**src/rtl/mem_stage_pkg.sv**
```systemverilog
// Shared types and default widths for the MEM pipeline stage.
package mem_stage_pkg;

  localparam int unsigned DEFAULT_DATA_W = 32;
  localparam int unsigned DEFAULT_REG_AW = 5;
  localparam int unsigned CNT_W          = 16;

  typedef enum logic {
    IDLE   = 1'b0,
    ACCESS = 1'b1
  } state_t;

  typedef struct packed {
    logic                      valid;
    logic                      reg_write;
    logic [DEFAULT_REG_AW-1:0] rd_num;
    logic [DEFAULT_DATA_W-1:0] data;
  } wb_bundle_t;

endpackage

```
**src/rtl/mem_stage_wb_reg.sv**
```systemverilog
// MEM/WB pipeline register: loads the write-back bundle when enabled.
module mem_wb_reg
  import mem_stage_pkg::*;
(
  input  logic       clk,
  input  logic       rst_n,
  input  logic       load_en,
  input  wb_bundle_t bundle_d,
  output wb_bundle_t bundle_q
);

  always_ff @(posedge clk or negedge rst_n) begin
    if (!rst_n) begin
      bundle_q <= '0;
    end else if (load_en) begin
      bundle_q <= bundle_d;
    end
  end

endmodule

```
**src/rtl/mem_stage.sv**
```systemverilog
// MEM stage: performs the data-memory access over req/ack, stalls upstream, drives MEM/WB.
// Optional build macro MISALIGN_CHECK_EN rejects word-misaligned memory ops.
module mem_stage
  import mem_stage_pkg::*;
#(
  parameter int unsigned DATA_W         = DEFAULT_DATA_W,
  parameter int unsigned REG_AW         = DEFAULT_REG_AW,
  parameter int unsigned TIMEOUT_CYCLES = 255
) (
  input  logic              clk,
  input  logic              rst_n,
  input  logic              in_valid,
  input  logic              mem_write_en,
  input  logic              mem_to_reg,
  input  logic              reg_write,
  input  logic [DATA_W-1:0] alu_result,
  input  logic [DATA_W-1:0] read_data_2,
  input  logic [REG_AW-1:0] rd_num,
  output logic              stall,
  output logic              dmem_req,
  output logic              dmem_we,
  output logic [DATA_W-1:0] dmem_addr,
  output logic [DATA_W-1:0] dmem_wdata,
  input  logic              dmem_ack,
  input  logic [DATA_W-1:0] dmem_rdata,
  output logic              wb_valid,
  output logic              wb_reg_write,
  output logic [REG_AW-1:0] wb_rd_num,
  output logic [DATA_W-1:0] wb_data,
  output logic              bus_err,
  output logic              misalign_err
);

  localparam logic [CNT_W-1:0] CNT_LAST = CNT_W'(TIMEOUT_CYCLES - 1);

  state_t              state_q, state_d;
  logic [CNT_W-1:0]    cnt_q, cnt_d;
  logic                dmem_req_q, dmem_req_d;
  logic                dmem_we_q, dmem_we_d;
  logic [DATA_W-1:0]   dmem_addr_q, dmem_addr_d;
  logic [DATA_W-1:0]   dmem_wdata_q, dmem_wdata_d;
  logic                rw_q, rw_d;
  logic [REG_AW-1:0]   rd_q, rd_d;
  logic                bus_err_q, bus_err_d;
  logic                mem_op_c, misalign_c, timeout_c, stall_c, wb_load_c;
  wb_bundle_t          wb_d, wb_q;

  assign mem_op_c  = in_valid & (mem_write_en | mem_to_reg);
  assign timeout_c = (state_q == ACCESS) & ~dmem_ack & (cnt_q == CNT_LAST);

`ifdef MISALIGN_CHECK_EN
  logic misalign_err_q;

  assign misalign_c = mem_op_c & (alu_result[1:0] != 2'b00);

  always_ff @(posedge clk or negedge rst_n) begin
    if (!rst_n) misalign_err_q <= 1'b0;
    else        misalign_err_q <= misalign_c;
  end

  assign misalign_err = misalign_err_q;
`else
  assign misalign_c   = 1'b0;
  assign misalign_err = 1'b0;
`endif

  // Next-state, request latching and write-back selection.
  always_comb begin
    state_d      = state_q;
    cnt_d        = cnt_q;
    dmem_req_d   = dmem_req_q;
    dmem_we_d    = dmem_we_q;
    dmem_addr_d  = dmem_addr_q;
    dmem_wdata_d = dmem_wdata_q;
    rw_d         = rw_q;
    rd_d         = rd_q;
    bus_err_d    = 1'b0;
    stall_c      = 1'b0;
    // Only a retiring slot needs to reload; otherwise just clear a stale valid.
    wb_load_c    = wb_q.valid;
    wb_d           = wb_q;
    wb_d.valid     = 1'b0;
    wb_d.reg_write = 1'b0;

    case (state_q)
      IDLE: begin
        if (misalign_c) begin
          wb_load_c      = 1'b1;
          wb_d.valid     = 1'b1;
          wb_d.reg_write = 1'b0;
          wb_d.rd_num    = DEFAULT_REG_AW'(rd_num);
          wb_d.data      = DEFAULT_DATA_W'(alu_result);
        end else if (mem_op_c) begin
          stall_c      = 1'b1;
          state_d      = ACCESS;
          cnt_d        = '0;
          dmem_req_d   = 1'b1;
          dmem_we_d    = mem_write_en;
          dmem_addr_d  = alu_result;
          dmem_wdata_d = read_data_2;
          rw_d         = reg_write & ~mem_write_en;
          rd_d         = rd_num;
        end else if (in_valid) begin
          wb_load_c      = 1'b1;
          wb_d.valid     = 1'b1;
          wb_d.reg_write = reg_write;
          wb_d.rd_num    = DEFAULT_REG_AW'(rd_num);
          wb_d.data      = DEFAULT_DATA_W'(alu_result);
        end
      end
      ACCESS: begin
        if (dmem_ack) begin
          state_d        = IDLE;
          dmem_req_d     = 1'b0;
          wb_load_c      = 1'b1;
          wb_d.valid     = 1'b1;
          wb_d.reg_write = rw_q;
          wb_d.rd_num    = DEFAULT_REG_AW'(rd_q);
          wb_d.data      = dmem_we_q ? DEFAULT_DATA_W'(dmem_addr_q)
                                     : DEFAULT_DATA_W'(dmem_rdata);
        end else if (timeout_c) begin
          state_d        = IDLE;
          dmem_req_d     = 1'b0;
          bus_err_d      = 1'b1;
          wb_load_c      = 1'b1;
          wb_d.valid     = 1'b1;
          wb_d.reg_write = 1'b0;
          wb_d.rd_num    = DEFAULT_REG_AW'(rd_q);
          wb_d.data      = DEFAULT_DATA_W'(dmem_addr_q);
        end else begin
          stall_c = 1'b1;
          cnt_d   = cnt_q + CNT_W'(1);
        end
      end
      default: state_d = IDLE;
    endcase
  end

  always_ff @(posedge clk or negedge rst_n) begin
    if (!rst_n) begin
      state_q      <= IDLE;
      cnt_q        <= '0;
      dmem_req_q   <= 1'b0;
      dmem_we_q    <= 1'b0;
      dmem_addr_q  <= '0;
      dmem_wdata_q <= '0;
      rw_q         <= 1'b0;
      rd_q         <= '0;
      bus_err_q    <= 1'b0;
    end else begin
      state_q      <= state_d;
      cnt_q        <= cnt_d;
      dmem_req_q   <= dmem_req_d;
      dmem_we_q    <= dmem_we_d;
      dmem_addr_q  <= dmem_addr_d;
      dmem_wdata_q <= dmem_wdata_d;
      rw_q         <= rw_d;
      rd_q         <= rd_d;
      bus_err_q    <= bus_err_d;
    end
  end

  mem_wb_reg u_mem_wb_reg (
    .clk      (clk),
    .rst_n    (rst_n),
    .load_en  (wb_load_c),
    .bundle_d (wb_d),
    .bundle_q (wb_q)
  );

  // Stall must also fall the instant reset asserts, whatever the inputs show.
  assign stall        = rst_n & stall_c;
  assign dmem_req     = dmem_req_q;
  assign dmem_we      = dmem_we_q;
  assign dmem_addr    = dmem_addr_q;
  assign dmem_wdata   = dmem_wdata_q;
  assign bus_err      = bus_err_q;
  assign wb_valid     = wb_q.valid;
  assign wb_reg_write = wb_q.reg_write;
  assign wb_rd_num    = REG_AW'(wb_q.rd_num);
  assign wb_data      = DATA_W'(wb_q.data);

endmodule
```
**config.mk**
```make
export PLATFORM = sky130hd
export DESIGN_NAME = mem_stage
export DESIGN_NICKNAME = d
export VERILOG_FILES = /design/src/rtl/mem_stage_pkg.sv /design/src/rtl/mem_stage_wb_reg.sv /design/src/rtl/mem_stage.sv
export SDC_FILE = /design/constraint.sdc
export NUM_CORES = 1
export LEC_CHECK = 0
export BUFFER_PORTS_ARGS = -buffer_cell sky130_fd_sc_hd__buf_2
export CORE_MARGIN = 2
export CORE_UTILIZATION = 54
export CTS_CLUSTER_DIAMETER = 60
export DETAILED_ROUTE_END_ITERATION = 10
export GPL_ROUTABILITY_DRIVEN = 0
export PLACE_DENSITY = 0.86
export SLEW_MARGIN = 20
export SYNTH_ARGS = -nofsm -noshare
export SYNTH_HDL_FRONTEND = slang
export SYNTH_SLANG_ARGS = --single-unit
```
**constraint.sdc**
```tcl
create_clock -name clk -period 3.32 [get_ports clk]
set_input_delay 0.664 -clock clk [delete_from_list [all_inputs] [get_ports clk]]
set_output_delay 0.664 -clock clk [all_outputs]
set_load 0.03 [all_outputs]
```
==> results of run 1 <==
## per-layer routing
layer	share of wire [%]	wire [um]
met1	38	6450
met2	52	8820
met5	0	0
met3	7.1	1200
met4	2.4	410
## placed cells by master (no fill, tap or decap), types with 5 or more instances in the layout
master     count
a22o_1        37
o31ai_1        6
buf_2        213
a21o_1         5
a21oi_1        8
buf_4          8
or4_1          5
nand2_1      224
mux2_2        30
dfrtp_1      129
clkbuf_16     16
a221o_1       36
nand4_1        6
mux2i_1        6
## worst max-delay path, cell delays in order, from the launching register on
cell	delay, ns
dfrtp_1	0.42
inv_1	0.06
ha_1	0.23
and3b_1	0.20
nand4_1	0.14
nand2_1	0.17
a21boi_0	0.22
buf_2	0.23
## cell usage after synthesis (2+ instances only)
cell | number | share of area [%]
nor2b_1 | 3 | 0.31
buf_4 | 2 | 0.25
or3_1 | 3 | 0.31
mux2_2 | 30 | 5.6
o21ai_0 | 4 | 0.33
a21o_1 | 6 | 0.75
nand2_1 | 225 | 14
o31ai_1 | 6 | 0.75
nand4_1 | 6 | 0.62
nor3_1 | 5 | 0.42
ha_1 | 2 | 0.42
and4_1 | 2 | 0.29
and2_1 | 2 | 0.21
a21oi_1 | 8 | 0.66
and4b_1 | 2 | 0.33
dfrtp_1 | 129 | 54
a22o_1 | 37 | 5.4
nand3_1 | 2 | 0.17
buf_6 | 3 | 0.56
nor2_1 | 4 | 0.25
clkbuf_1 | 29 | 1.8
inv_1 | 2 | 0.12
and3_1 | 4 | 0.42
or4_1 | 5 | 0.62
buf_2 | 7 | 0.58
mux2i_1 | 6 | 1.0
a221o_1 | 36 | 6.0
## sequential cells by signal (all words and copies together) (netlist names)
register,count
u_mem_wb_reg.bundle_q,39
dmem_addr,32
dmem_wdata,32
cnt_q,16
rd_q,5
bus_err,1
dmem_req,1
dmem_we,1
rw_q,1
state_q,1
## worst max-delay path by stage
stage,startpoint,end,slack (ns),cells past startpoint
4_1_cts,cnt_q[0]$_DFFE_PN0P_,stall,0.44,7
5_1_grt,cnt_q[0]$_DFFE_PN0P_,stall,0.33,7
6_report,cnt_q[0]$_DFFE_PN0P_,stall,0.46,7
3_5_place_dp,cnt_q[0]$_DFFE_PN0P_,u_mem_wb_reg.bundle_q[13]$_DFFE_PN0P_,0.82,6
2_1_floorplan,in_valid,stall,0.72,4
3_3_place_gp,mem_to_reg,u_mem_wb_reg.bundle_q[34]$_DFFE_PN0P_,0.95,6
## cell type report
type | instances | share of cell area (%)
Inverter | 2 | 0.0964
Clock buffer | 19 | 5.67
Tap cell | 140 | 2.25
Clock inverter | 13 | 2.06
Sequential cell | 129 | 41.5
Timing Repair Buffer | 222 | 14.7
Multi-Input combinational cell | 423 | 33.7
## stage by stage
step                      instances  utilization (%)  hold slack [ns]
after floorplan                 596                -            0.368
after global placement          916             66.2            0.447
after detailed placement        916             66.2            0.456
after CTS                       948             71.8           0.0624
after global routing            948             71.8           0.0685
final                           948             71.8           0.0562
## cell families (layout without fill, tap and decap cells)
group | after synthesis | after routing | share of synthesized area [%]
buf+inv | 44 | 256 | 3.39
other cells | 1 | 1 | 0.0623
fa+ha+maj | 2 | 2 | 0.415
flops | 129 | 129 | 53.6
compound gates | 105 | 105 | 14.9
simple gates | 277 | 277 | 20.7
xor+xnor | 1 | 1 | 0.145
mux | 37 | 37 | 6.79
## power groups by stage
stage	Clock, uW	Combinational, uW	Sequential [uW]
floorplan	0	707	2970
global placement	0	2030	2280
detailed placement	0	2090	2290
CTS	1910	2100	2290
global route	1990	2240	2340
finish	1880	2090	2300
==> impl_metrics.json, run 1 <==
{
  "preCtsSetupSlack_ns": 0.822,
  "fin_crit_ns": 2.86,
  "grt_max_degree": 80,
  "start_kind": "register",
  "syn-num-nets": 706,
  "met2_usage_pct": 49.7,
  "post_cts_buffers": 0,
  "yosysUniqueCellTypes": 53,
  "final-seq-area_um2": 3230,
  "swShare_pct": 38.1,
  "wire_per_inst_um": 17.8,
  "syn_to_final_growth_pct": 29.2,
  "pin_count": 216,
  "run_status": "finished, final reports clean",
  "multiInputGateArea_um2": 2630,
  "fin_worst_skew_ns": 0.0110,
  "track_usage_pct": 29.0,
  "rr_worst_depth": 5,
  "cp-end-kind": "output port",
  "synth-warning-count": 0,
  "std_cell_rows": 38,
  "ir_drop_mv": 0.441,
  "slew-limit-headroom_pct": 38.9,
  "syn_inst": 596,
  "hp-class": "primary input to asynchronous set/reset pin",
  "met1_usage_pct": 34.8,
  "drive_above_1_share_pct": 36.9,
  "vias": 5496,
  "use_met3_pct": 6.94,
  "path_max_fanout": 6,
  "setup_tns_ns": 0,
  "fill_cells": 785,
  "worstPathRequired_ns": 2.66,
  "diodes": 0,
  "cts_tree": "done",
  "drc": 0,
  "synth_ff_type": "dfrtp_1",
  "detail-route-antenna-nets": 0,
  "final-hold-violation-count": 0,
  "drt_iter0_markers": 403,
  "arrival_ns": 2.19,
  "r2r-end": "u_mem_wb_reg.bundle_q[32]$_DFFE_PN0P_",
  "setup_viol": 0,
  "p_int_uw": 3880,
  "rsz0062_at_grt": "no",
  "die_area_um2": 12000,
  "initial_core_util_pct": 55.6,
  "timing.max_cap.violations": 0,
  "crit_type": "register to output port",
  "switching_power_uw": 2390,
  "cellPowerDensity_nw_per_um2": 806,
  "grt_antenna_before_repair": 0,
  "fp.dieW_um": 110,
  "drt_pass1_iterations": 5,
  "grt_pass1_vias": 5568,
  "core_um2": 10800,
  "cts_buffers": 17,
  "clock_latency_ns": 0.52,
  "rrSetupSlack_ns": 0.99,
  "via_per_inst": 5.80,
  "htreeDepth": 4,
  "ys_seq_elements": 129,
  "finalNetCount": 905,
  "fin_ws_ns": 0.461,
  "numClockSinks": 129,
  "path_clk_slew_ns": 0.06,
  "cts_buffer_depth": 2,
  "place_area_um2": 7180,
  "finalWirelength_um": 16900,
  "cts-root-buf": "clkbuf_8",
  "slew_violations": 0,
  "max_freq_ghz": 0.350,
  "grt-ovfl-total": 0,
  "synth_edf_count": 0,
  "leakagePower_uw": 0.00413,
  "total_power_uw": 6270,
  "holdBufCountCts": 0,
  "yosysSeqAreaShare_pct": 53.6,
  "fin_crit_sh_pct": 86.1,
  "comb_power_share_pct": 33.3,
  "grt_pass1_wl_um": 26600,
  "final_area_um2": 7780,
  "syn-cell-area_um2": 6020,
  "cts-resized-gates": 0,
  "busiest_layer": "met2",
  "p_seq_share_pct": 36.6,
  "async_flop_share_pct": 100,
  "r2r_start": "state_q$_DFF_PN0_",
  "worstMarginPinSlew_ns": 0.914,
  "dp_hpwl_um": 11100,
  "die-height_um": 110,
  "port_buffers": 214,
  "clkPwrFrac_pct": 30.0,
  "post_synth.cell_area_avg_um2": 10.1
}
(Power assumes the default switching activity.)
==> inputs of run 2 (changes only) <==
--- a/config.mk
+++ b/config.mk
@@ -7,11 +7,11 @@
 export LEC_CHECK = 0
 export BUFFER_PORTS_ARGS = -buffer_cell sky130_fd_sc_hd__buf_2
 export CORE_MARGIN = 2
-export CORE_UTILIZATION = 54
+export CORE_UTILIZATION = 40
 export CTS_CLUSTER_DIAMETER = 60
 export DETAILED_ROUTE_END_ITERATION = 10
 export GPL_ROUTABILITY_DRIVEN = 0
-export PLACE_DENSITY = 0.86
+export PLACE_DENSITY = 0.67
 export SLEW_MARGIN = 20
 export SYNTH_ARGS = -nofsm -noshare
 export SYNTH_HDL_FRONTEND = slang
==> impl_metrics.json, run 2 (synthesis results as in run 1) <==
{
  "setup_tns_ns": 0,
  "slew-limit-headroom_pct": 34.5,
  "die-height_um": 127,
  "pin_count": 216,
  "worstPathRequired_ns": 2.66,
  "crit_type": "register to output port",
  "p_int_uw": 4000,
  "fill_cells": 1357,
  "core_um2": 14600,
  "fin_ws_ns": 0.543,
  "grt_max_degree": 80,
  "drive_above_1_share_pct": 36.2,
  "fin_crit_ns": 2.78,
  "final-hold-violation-count": 0,
  "path_max_fanout": 6,
  "rr_worst_depth": 5,
  "fin_worst_skew_ns": 0.00836,
  "run_status": "finished, final reports clean",
  "swShare_pct": 36.8,
  "setup_viol": 0,
  "regMostFlops": "u_mem_wb_reg.bundle_q",
  "worstMarginPinSlew_ns": 0.980,
  "grt_pass1_wl_um": 27200,
  "grt_antenna_before_repair": 0,
  "cp-end-kind": "output port",
  "post_cts_buffers": 0,
  "holdBufCountCts": 0,
  "drt_pass1_iterations": 4,
  "std_cell_rows": 44,
  "preCtsSetupSlack_ns": 0.662,
  "wire_per_inst_um": 17.3,
  "cts-root-buf": "clkbuf_16",
  "vias": 5344,
  "max_freq_ghz": 0.360,
  "via_per_inst": 5.41,
  "fin_crit_sh_pct": 83.6,
  "cts_tree": "done",
  "cts_buffers": 17,
  "placedCellCount": 959,
  "initial_core_util_pct": 41.1,
  "leakagePower_uw": 0.00413,
  "finalNetCount": 904,
  "path_clk_slew_ns": 0.06,
  "track_usage_pct": 21.4,
  "arrival_ns": 2.11,
  "rsz0062_at_grt": "no",
  "r2r-end": "u_mem_wb_reg.bundle_q[21]$_DFFE_PN0P_",
  "switching_power_uw": 2330,
  "timing.max_cap.violations": 0,
  "instances_no_fill": 988,
  "r2r_start": "state_q$_DFF_PN0_",
  "die_area_um2": 16100,
  "clkPwrFrac_pct": 30.9,
  "start_kind": "register",
  "grt-ovfl-total": 0,
  "numClockSinks": 129,
  "grt_pass1_vias": 5332,
  "dp_hpwl_um": 11500,
  "critPathLaunch": "cnt_q[0]$_DFFE_PN0P_",
  "diodes": 0,
  "whs_ns": 0.186,
  "mostFrequentLayoutCells": "nand2_1, buf_2, dfrtp_1",
  "detail-route-antenna-nets": 0,
  "fp.dieW_um": 127,
  "layout_commonest_cell": "nand2_1",
  "htreeDepth": 4,
  "drc": 0,
  "cts_buffer_depth": 2,
  "drt_iter0_markers": 375,
  "hp-class": "primary input to asynchronous set/reset pin",
  "port_buffers": 214,
  "ir_drop_mv": 0.331,
  "syn_to_final_growth_pct": 30.2,
  "crit_end": "stall",
  "cellPowerDensity_nw_per_um2": 806,
  "cts-resized-gates": 0,
  "slew_violations": 0,
  "comb_power_share_pct": 32.8,
  "largest_reg_flops": 39,
  "rrSetupSlack_ns": 0.78,
  "finalWirelength_um": 17100,
  "p_seq_share_pct": 36.3,
  "clock_latency_ns": 0.41
}
[run 2: critical path, stage by stage, from the launching register on]
cell and delay [ns]:
dfrtp_1 0.41, inv_1 0.07, ha_1 0.23, and3b_1 0.19, nand4_1 0.10, nand2_1 0.18, a21boi_0 0.26, buf_2 0.24
[run 2: area by class of cell]
cell class / instances / area (um^2) / share of cell area, %
multi-input combinational: 423 / 2630 / 33.5
tap: 184 / 230 / 2.94
inverter: 2 / 7.51 / 0.0957
timing repair buffer: 221 / 1140 / 14.5
sequential: 129 / 3230 / 41.2
clock inverter: 6 / 130 / 1.66
clock buffer: 23 / 478 / 6.09
[run 2: worst min path at each step]
stage                                               start                               endpoint
floorplan                                           rst_n                      bus_err$_DFF_PN0_
global route                                        rst_n              dmem_wdata[6]$_DFFE_PN0P_
detailed placement             dmem_wdata[30]$_DFFE_PN0P_             dmem_wdata[30]$_DFFE_PN0P_
finish                                              rst_n              dmem_addr[27]$_DFFE_PN0P_
CTS                                                 rst_n              dmem_addr[27]$_DFFE_PN0P_
global placement    u_mem_wb_reg.bundle_q[38]$_DFFE_PN0P_  u_mem_wb_reg.bundle_q[37]$_DFFE_PN0P_
[run 2: power by group through the flow]
stage                     Combinational [uW]  Sequential (uW)  Clock (uW)
after floorplan                          707             2970           0
after global placement                  2050             2290           0
after detailed placement                2100             2300           0
after CTS                               2100             2290        1990
after global routing                    2220             2350        2070
final                                   2070             2300        1950
[run 2: per-stage QoR]
stage          area, um^2  power, uW  util [%]
2_1_floorplan        6020       3680         -
6_report             7840       6330      53.6
3_3_place_gp         7230       4340      49.4
3_5_place_dp         7230       4400      49.4
4_1_cts              7840       6380      53.6
5_1_grt              7840       6650      53.6
[run 2: layer usage]
| layer | part of all wire [%] | wire length, um | global-route usage, % | vias to the layer above |
|---|---|---|---|---|
| met4 | 1.2 | 202 | 7.69 | 0 |
| met1 | 42 | 7210 | 27.4 | 2658 |
| met2 | 51 | 8720 | 35.5 | 169 |
| met5 | 0 | 0 | 0 | - |
| li1 | - | - | - | 2501 |
| met3 | 5.6 | 953 | 5.61 | 16 |
==> inputs of run 3 (changes only) <==
==> constraint.sdc (replaced) <==
create_clock -name clk -period 2.7 [get_ports clk]
set_input_delay 0.54 -clock clk [delete_from_list [all_inputs] [get_ports clk]]
set_output_delay 0.54 -clock clk [all_outputs]
set_load 0.03 [all_outputs]
==> impl_metrics.json, run 3 (synthesis results as in run 1) <==
{
  "run_status": "finished, final reports clean",
  "layout_commonest_cell": "nand2_1",
  "grt_pass1_vias": 5239,
  "slew_violations": 0,
  "grt-ovfl-total": 0,
  "final-seq-area_um2": 3230,
  "p_seq_share_pct": 37.2,
  "drc": 0,
  "preCtsSetupSlack_ns": 0.132,
  "core_um2": 14600,
  "htreeDepth": 4,
  "fin_crit_ns": 2.55,
  "dp_hpwl_um": 11500,
  "detail-route-antenna-nets": 0,
  "syn_to_final_growth_pct": 30.7,
  "setup_tns_ns": 0,
  "post_cts_buffers": 0,
  "wire_per_inst_um": 16.8,
  "final-hold-violation-count": 0,
  "path_clk_slew_ns": 0.06,
  "drive_above_1_share_pct": 36.8,
  "cp-end-kind": "output port",
  "swShare_pct": 37.9,
  "leakagePower_uw": 0.00415,
  "rrSetupSlack_ns": 0.43,
  "std_cell_rows": 44,
  "clock_latency_ns": 0.41,
  "slew-limit-headroom_pct": 36.0,
  "switching_power_uw": 2870,
  "grt_antenna_before_repair": 0,
  "largest_reg_flops": 39,
  "drt_pass1_iterations": 5,
  "start_kind": "register",
  "worstMarginPinSlew_ns": 0.957,
  "drt_iter0_markers": 305,
  "die_area_um2": 16100,
  "crit_type": "register to output port",
  "port_buffers": 214,
  "holdBufCountCts": 0,
  "total_power_uw": 7580,
  "final_core_util_pct": 53.8,
  "initial_core_util_pct": 41.1,
  "timing.max_cap.violations": 0,
  "mostFrequentLayoutCells": "nand2_1, buf_2, dfrtp_1",
  "ir_drop_mv": 0.527,
  "fin_ws_ns": 0.147,
  "finalNetCount": 909,
  "vias": 5333,
  "fill_cells": 1369,
  "finalWirelength_um": 16700,
  "rr_worst_depth": 7,
  "regMostFlops": "u_mem_wb_reg.bundle_q",
  "path_max_fanout": 6,
  "hp-class": "primary input to asynchronous set/reset pin",
  "track_usage_pct": 20.8,
  "numClockSinks": 129,
  "cts_buffer_depth": 2,
  "cts-root-buf": "clkbuf_16",
  "grt_pass1_wl_um": 26700,
  "rsz0062_at_grt": "no",
  "fp.dieW_um": 127,
  "fin_worst_skew_ns": 0.00653,
  "pin_count": 216,
  "clkPwrFrac_pct": 28.9,
  "die-height_um": 127,
  "p_int_uw": 4700,
  "comb_power_share_pct": 33.9,
  "worstPathRequired_ns": 2.16,
  "cts_buffers": 17,
  "cts_tree": "done",
  "cellPowerDensity_nw_per_um2": 962,
  "arrival_ns": 2.01,
  "via_per_inst": 5.35,
  "multiInputGateArea_um2": 2630,
  "grt_max_degree": 130,
  "diodes": 0,
  "setup_viol": 0,
  "max_freq_ghz": 0.392,
  "fin_crit_sh_pct": 94.5
}
==> run 3: area by class of cell <==
cell class / count / area share [%]
flip-flops and latches: 129 / 41.0
multi-input cells: 423 / 33.4
repair buffers: 226 / 15.4
clock buffers: 21 / 5.72
well taps: 184 / 2.92
clock inverters: 11 / 1.45
inverters: 2 / 0.0953
==> run 3: routing by layer <==
| metal | track usage [%] | part of all wire (%) | up-vias | wire, um |
|---|---|---|---|---|
| met3 | 5.86 | 5.6 | 16 | 936 |
| met4 | 5.62 | 1.1 | 0 | 189 |
| met5 | 0 | 0 | - | 0 |
| met2 | 34.5 | 50 | 169 | 8410 |
| li1 | - | - | 2511 | - |
| met1 | 27.1 | 43 | 2637 | 7210 |
==> run 3: critical path, cell delays in order, from the launching register on <==
cell      delay [ns]
dfrtp_1         0.41
inv_1           0.06
ha_1            0.22
and3b_1         0.19
nand4_1         0.11
nand2_1         0.17
a21boi_1        0.21
buf_2           0.23
==> run 3: timing repair <==
| action | CTS | global route |
|---|---|---|
| endpoints found under the setup margin | 0 | 1 |
| gates resized for setup | 0 | 1 |
| hold endpoints to repair | 0 | 0 |
==> run 3: worst paths after layout <==
check,from,end
setup / recovery,cnt_q[0]$_DFFE_PN0P_,stall
hold / removal,rst_n,u_mem_wb_reg.bundle_q[29]$_DFFE_PN0P_
setup reg to reg,cnt_q[0]$_DFFE_PN0P_,u_mem_wb_reg.bundle_q[21]$_DFFE_PN0P_
hold reg to reg,dmem_wdata[7]$_DFFE_PN0P_,dmem_wdata[7]$_DFFE_PN0P_
max in group asynchronous,rst_n,u_mem_wb_reg.bundle_q[0]$_DFFE_PN0P_
min in group clk,read_data_2[14],dmem_wdata[14]$_DFFE_PN0P_
==> run 3: stage by stage <==
| step | instance area (um^2) | hold slack, ns | instances |
|---|---|---|---|
| final | 7880 | 0.288 | 996 |
| after global placement | 7300 | 0.441 | 964 |
| after detailed placement | 7310 | 0.457 | 964 |
| after floorplan | 6020 | 0.244 | 596 |
| after CTS | 7870 | 0.306 | 996 |
| after global routing | 7880 | 0.311 | 996 |
==> run 3: power groups by stage <==
stage               Clock (uW)  Sequential, uW  Combinational [uW]
floorplan                    0            3650                 869
global placement             0            2820                2540
detailed placement           0            2820                2590
CTS                       2230            2810                2590
global route              2330            2880                2740
finish                    2190            2820                2560
